==> src/rtl/booth_ctrl.sv <==
// Control FSM for a radix-2 Booth multiplier: sequences load, WIDTH evaluate/shift
// iterations and a one-cycle done pulse for an external {A,Q,Q(-1)} datapath.
module booth_ctrl #(
    parameter int WIDTH = 8,
    parameter int CW    = $clog2(WIDTH + 1)
) (
    input  logic          clk,
    input  logic          clr,
    input  logic          start,
    input  logic          q0,
    input  logic          qm1,
    output logic          ld_m,
    output logic          ld_q,
    output logic          clr_a,
    output logic          clr_qm1,
    output logic          add_en,
    output logic          sub_en,
    output logic          shift,
    output logic          busy,
    output logic          done,
    output logic [CW-1:0] cnt
);

    // Handshake: start is a level sampled only while IDLE; done is a single-cycle
    // pulse; busy covers LOAD through the last SHIFT. Nothing is queued.
    typedef enum logic [2:0] {
        IDLE  = 3'd0,
        LOAD  = 3'd1,
        EVAL  = 3'd2,
        SHIFT = 3'd3,
        DONE  = 3'd4
    } state_t;

    state_t        state;
    state_t        state_next;
    logic [CW-1:0] cnt_next;

    always_ff @(posedge clk) begin
        if (clr) begin
            state <= IDLE;
            cnt   <= '0;
        end else begin
            state <= state_next;
            cnt   <= cnt_next;
        end
    end

    always_comb begin
        state_next = state;
        cnt_next   = cnt;
        unique case (state)
            IDLE: begin
                if (start) begin
                    state_next = LOAD;
                end
            end
            LOAD: begin
                cnt_next   = CW'(WIDTH);
                state_next = EVAL;
            end
            EVAL: begin
                state_next = SHIFT;
            end
            SHIFT: begin
                // Saturating decrement; a zero count here would mean corrupted state.
                if (cnt != '0) begin
                    cnt_next = cnt - CW'(1);
                end
                state_next = (cnt <= CW'(1)) ? DONE : EVAL;
            end
            DONE: begin
                state_next = IDLE;
            end
            default: begin
                state_next = IDLE;
            end
        endcase
    end

    always_comb begin
        ld_m    = 1'b0;
        ld_q    = 1'b0;
        clr_a   = 1'b0;
        clr_qm1 = 1'b0;
        add_en  = 1'b0;
        sub_en  = 1'b0;
        shift   = 1'b0;
        busy    = 1'b0;
        done    = 1'b0;
        unique case (state)
            LOAD: begin
                ld_m    = 1'b1;
                ld_q    = 1'b1;
                clr_a   = 1'b1;
                clr_qm1 = 1'b1;
                busy    = 1'b1;
            end
            EVAL: begin
                // Booth pair {Q0,Q-1}: 01 adds M, 10 subtracts M, 00/11 idle.
                busy   = 1'b1;
                add_en = ~q0 & qm1;
                sub_en = q0 & ~qm1;
            end
            SHIFT: begin
                busy  = 1'b1;
                shift = 1'b1;
            end
            DONE: begin
                done = 1'b1;
            end
            default: begin
            end
        endcase
    end

    a_add_sub_exclusive : assert property (@(posedge clk) !(add_en && sub_en));
    a_arith_only_in_eval : assert property (
        @(posedge clk) disable iff (clr) (add_en || sub_en) |-> (state == EVAL));
    a_cnt_no_wrap : assert property (
        @(posedge clk) disable iff (clr) (state == SHIFT) |-> (cnt != '0));

endmodule
==> config.mk <==
export PLATFORM = sky130hd
export DESIGN_NAME = booth_ctrl
export DESIGN_NICKNAME = d
export VERILOG_FILES = /design/src/rtl/booth_ctrl.sv
export SDC_FILE = /design/constraint.sdc
export NUM_CORES = 1
export LEC_CHECK = 0
export CAP_MARGIN = 10
export CELL_PAD_IN_SITES_DETAIL_PLACEMENT = 0
export CELL_PAD_IN_SITES_GLOBAL_PLACEMENT = 1
export CORE_MARGIN = 1.5
export CORE_UTILIZATION = 31
export CTS_CLUSTER_DIAMETER = 200
export DETAILED_ROUTE_END_ITERATION = 7
export PLACE_DENSITY = 0.83
export SLEW_MARGIN = 10
export SYNTH_ARGS = -nofsm -noshare
export SYNTH_HDL_FRONTEND = slang
export SYNTH_SLANG_ARGS = --single-unit
==> constraint.sdc <==
create_clock -name clk -period 3.1 [get_ports clk]
set_input_delay 0.465 -clock clk [delete_from_list [all_inputs] [get_ports clk]]
set_output_delay 0.465 -clock clk [all_outputs]
set_load 0.05 [all_outputs]
=== Word-level counts from Yosys, hierarchy flattened ===
Cells that the tools add are included.

* Eq/ne operators: 6
* Bitwise operators: 4
* Mux-type cells: 11
* Reductions and logical operators: 5
* Add/subtract/negate cells: 1
* Order comparisons: 1

{| class="wikitable"
|+ Operator list
! operator !! count
|-
| 3-bit case mux with 4 select lines || 1
|-
| 4-bit case mux with 2 select lines || 1
|-
| 3-bit by 2-bit equality test with 1-bit output, second input constant || 2
|-
| 1-bit two-way mux || 6
|-
| 3-bit two-way mux || 2
|-
| 4-bit by 1-bit less-or-equal comparator with 1-bit output, second input constant || 1
|-
| 4-bit two-way mux || 1
|-
| 2-bit != test, second input constant || 2
|-
| 4-bit nonzero test || 1
|-
| 4-bit by 1-bit subtractor with 4-bit output, second input constant || 1
|-
| 3-bit by 1-bit equality test with 1-bit output, second input constant || 1
|-
| 3-bit equality test, second input constant || 1
|-
| 3-bit zero test || 1
|-
| 3-bit OR reduction || 1
|-
| 1-bit AND || 2
|-
| 1-bit NOT || 2
|-
| 2-bit AND reduction || 1
|-
| 2-bit nonzero test || 1
|}

* Bits in registers: 7
* Input bits: 5
* Output and inout bits: 13
* Word-level logic and storage cells: 30

=== Longest topological paths before layout ===
* Depth after elaboration: 3
* Depth in mapped cells: 5
* Depth with buffers taken out: 5

=== Least setup slack after synthesis ===
No wires, ideal clock.

* Kind: flip-flop to output port
* Start point: reg state[0]
* End point: out sub_en
* Path buffers: 0
* Data required time: 2.635 ns
* Arrival: 1.695 ns
* Stages on the path, launching flop included: 4
* Setup slack: 0.940 ns
* Cell sequence: dfxtp_1 nor2_1 nand2_1 nor3b_1

* Word-level cells in the longest chain between the ends: 2

{| class="wikitable"
|+ RTL lines
! item !! RTL line !! text
|-
| from (decl) || 34 || <nowiki>state_t state;</nowiki>
|-
| from (signal assigned) || 43 || <nowiki>state <= state_next;</nowiki>
|-
| 3-bit by 2-bit equality test with 1-bit output || 90 || <nowiki>unique case (state)</nowiki>
|-
| 1-bit two-way mux || 90 ||
|-
| to (decl) || 17 || <nowiki>output logic sub_en,</nowiki>
|}

No other way between the ends.

=== Worst setup path in the final report ===
* Start point: in q0
* End point: out sub_en

* Word-level cells in the longest chain between the ends: 2

{| class="wikitable"
|+ RTL lines
! item !! RTL line !! text
|-
| from (decl) || 10 || <nowiki>input logic q0,</nowiki>
|-
| 1-bit AND || 102 || <nowiki>sub_en = q0 & ~qm1;</nowiki>
|-
| 1-bit two-way mux || 90 ||
|}

No other way between the ends.

==> results.py <==
metrics = {
    "cells_and_area": {
        "num-nets-final": 76,
        "antenna_cells": 0,
        "final_layout_size_suffix_gt1_frac": 0.103,
        "area_growth_pct": 40.6,
    },
    "clocking": {
        "cts_resized": 0,
        "htree_levels": 1,
        "postCtsSetupRepairBufs": 0,
        "clock_latency_ps": 250,
        "cts_hold_buf": 0,
        "cts_max_path_buffers": 2,
        "root_buffer": "clkbuf_4",
        "clkTransAtPathRegs_ps": 50,
        "cts_sinks": 7,
        "numCtsBuffers": 3,
        "cts_tree": "built",
    },
    "global_route": {
        "grt_pass1_wl_um": 1520,
        "antenna_found_initial": 0,
        "groute.usage.overall": 0.145,
        "grt_pass1_vias": 334,
        "overflow": 0,
        "grt_max_degree": 12,
    },
    "synthesis": {
        "synth_top_area_cell": "dfxtp_1",
        "synth_commonest_cells": "dfxtp_1, nor2_1",
        "netlist_area_um2": 447,
        "netlist_instances": 51,
        "ys.flop_type": "dfxtp_1",
        "yosysUniqueCellTypes": 23,
        "ys_warn_count": 0,
        "ys_seq_area_frac": 0.314,
        "ys_async_sr_fraction": 0,
        "synthTopCellsByArea": "dfxtp_1, ha_1, buf_4",
        "synth_edf_count": 0,
        "synth_most_common_cell": "dfxtp_1",
        "synth_top_area_share": 0.314,
        "synth.avg_cell_area_um2": 8.76,
        "synth-seq-cells": 7,
        "synth_fp_nets": 58,
    },
    "critical_path": {
        "cp_max_fo": 2,
        "endpoint_kind": "primary output",
        "start_kind": "primary input",
        "worstSetupPathType": "in2out",
        "crit_required_ps": 2630,
        "critPathArrivalTime_ps": 1970,
    },
    "routing": {
        "first_pass_iters": 4,
        "num_vias": 414,
        "initialDrtViolationCount": 3,
        "antenna_left": 0,
        "drt-total-wl_um": 946,
        "avgViaCountPerCell": 4.99,
        "wl_per_cell_um": 11.4,
        "drc": 0,
    },
    "sta": {
        "fmax_mhz": 411,
        "finalHoldViolCount": 0,
        "slew_viol_final": 0,
        "period_share": 0.785,
        "fin_setup_tns_ps": 0,
        "holdWs_ps": 532,
        "setup_viol": 0,
        "fin_crit_ps": 2430,
        "rsz0062_at_grt": "false",
        "slew_headroom": 0.660,
        "skew_ps": 0.765,
        "tightest_slew_ps": 509,
    },
    "power": {
        "power_density_nw_per_um2": 454,
        "ir_drop_mv": 0.271,
        "leakage_nw": 0.222,
    },
    "floorplanning": {
        "fp.dieH_um": 41.0,
        "fp.dieArea_um2": 1680,
        "io-pin-count": 18,
        "rows": 13,
        "start_util": 0.339,
        "core_um2": 1320,
        "die_w_um": 41.0,
    },
    "hold_path": {
        "hp-class": "reg2reg",
    },
    "job": {
        "cap_viol_max_count": 0,
    },
    "place": {
        "io_buffer_count": 17,
        "dp_hpwl_um": 743,
        "gp_congestion": 0.719,
    },
    "outcome": {
        "status": "finished, final reports clean",
    },
}
worst max-delay path, cell delays in order:
cell	delay (ps)
clkdlybuf4s50_1	470
nor3b_1	190
clkdlybuf4s50_1	840
where the power goes:
part	leakage, nW	total [mW]	internal (mW)	switching, mW
sequential	0.0572	0.105	0.0954	0.00937
combinational	0.150	0.0980	0.0375	0.0605
clock	0.0150	0.0822	0.0491	0.0331
total	0.222	0.285	0.182	0.103
kinds of logic after synthesis:
| group | after synthesis | synth area share |
|---|---|---|
| buffers and inverters | 7 | 0.101 |
| adders and majority gates | 2 | 0.0560 |
| DFF | 7 | 0.314 |
| and+or+nand+nor | 24 | 0.347 |
| AOI/OAI and AO/OA | 10 | 0.160 |
| muxes | 1 | 0.0224 |
per-stage QoR:
step | total power, mW | setup WS [ps] | instance area [um^2] | cells | utilization
after floorplan | 0.180 | 940 | 447 | 51 | -
final | 0.285 | 667 | 628 | 83 | 0.477
after global placement | 0.204 | 667 | 602 | 79 | 0.457
after detailed placement | 0.205 | 647 | 602 | 79 | 0.457
after global routing | 0.302 | 551 | 628 | 83 | 0.477
after CTS | 0.289 | 653 | 628 | 83 | 0.477
flip-flops by register name, indices dropped and copies added, names as in the netlist:
signal / cells
cnt: 4
state: 3
cells in the final DEF (no fill, tap or decap):
master and n:
nand2_1 2, o21a_1 3, a21oi_1 3, o21ai_0 2
and2_1 2, mux2i_1 1, nor3_1 2, nor4b_2 1
a2111oi_2 1, nor2b_1 3, o221ai_1 1, clkbuf_4 3
ha_1 2, and4bb_2 1, and4bb_4 1, nand2b_1 2
nor3b_1 2, dfxtp_1 7, inv_1 3, nand4_1 1
clkdlybuf4s50_1 17, nor2_1 6, clkbuf_1 1, and3_1 1
path summary, 6_finish.rpt:
path	startpoint	to	slack [ps]	cells past startpoint
setup / recovery	q0	sub_en	670	3
hold / removal	cnt[3]	cnt[2]	530	2
setup reg to reg	cnt[0]	cnt[1]	1700	5
hold reg to reg	cnt[3]	cnt[2]	530	2
metal layers:
metal,GRT usage,vias to the layer above,share of wire,wire length [um]
met5,0,-,0,0
met3,0.0815,0,0.087,82
li1,-,212,-,-
met2,0.195,15,0.45,429
met1,0.190,187,0.46,434
met4,0.0500,0,0,0
area by class of cell:
cell class	instances	area, um^2
inverters	3	11.3
multi-input cells	37	262
flip-flops and latches	7	140
fillers	133	689
well taps	15	18.8
clock buffers	4	26.3
repair buffers	17	170
(Power assumes the default switching activity.)
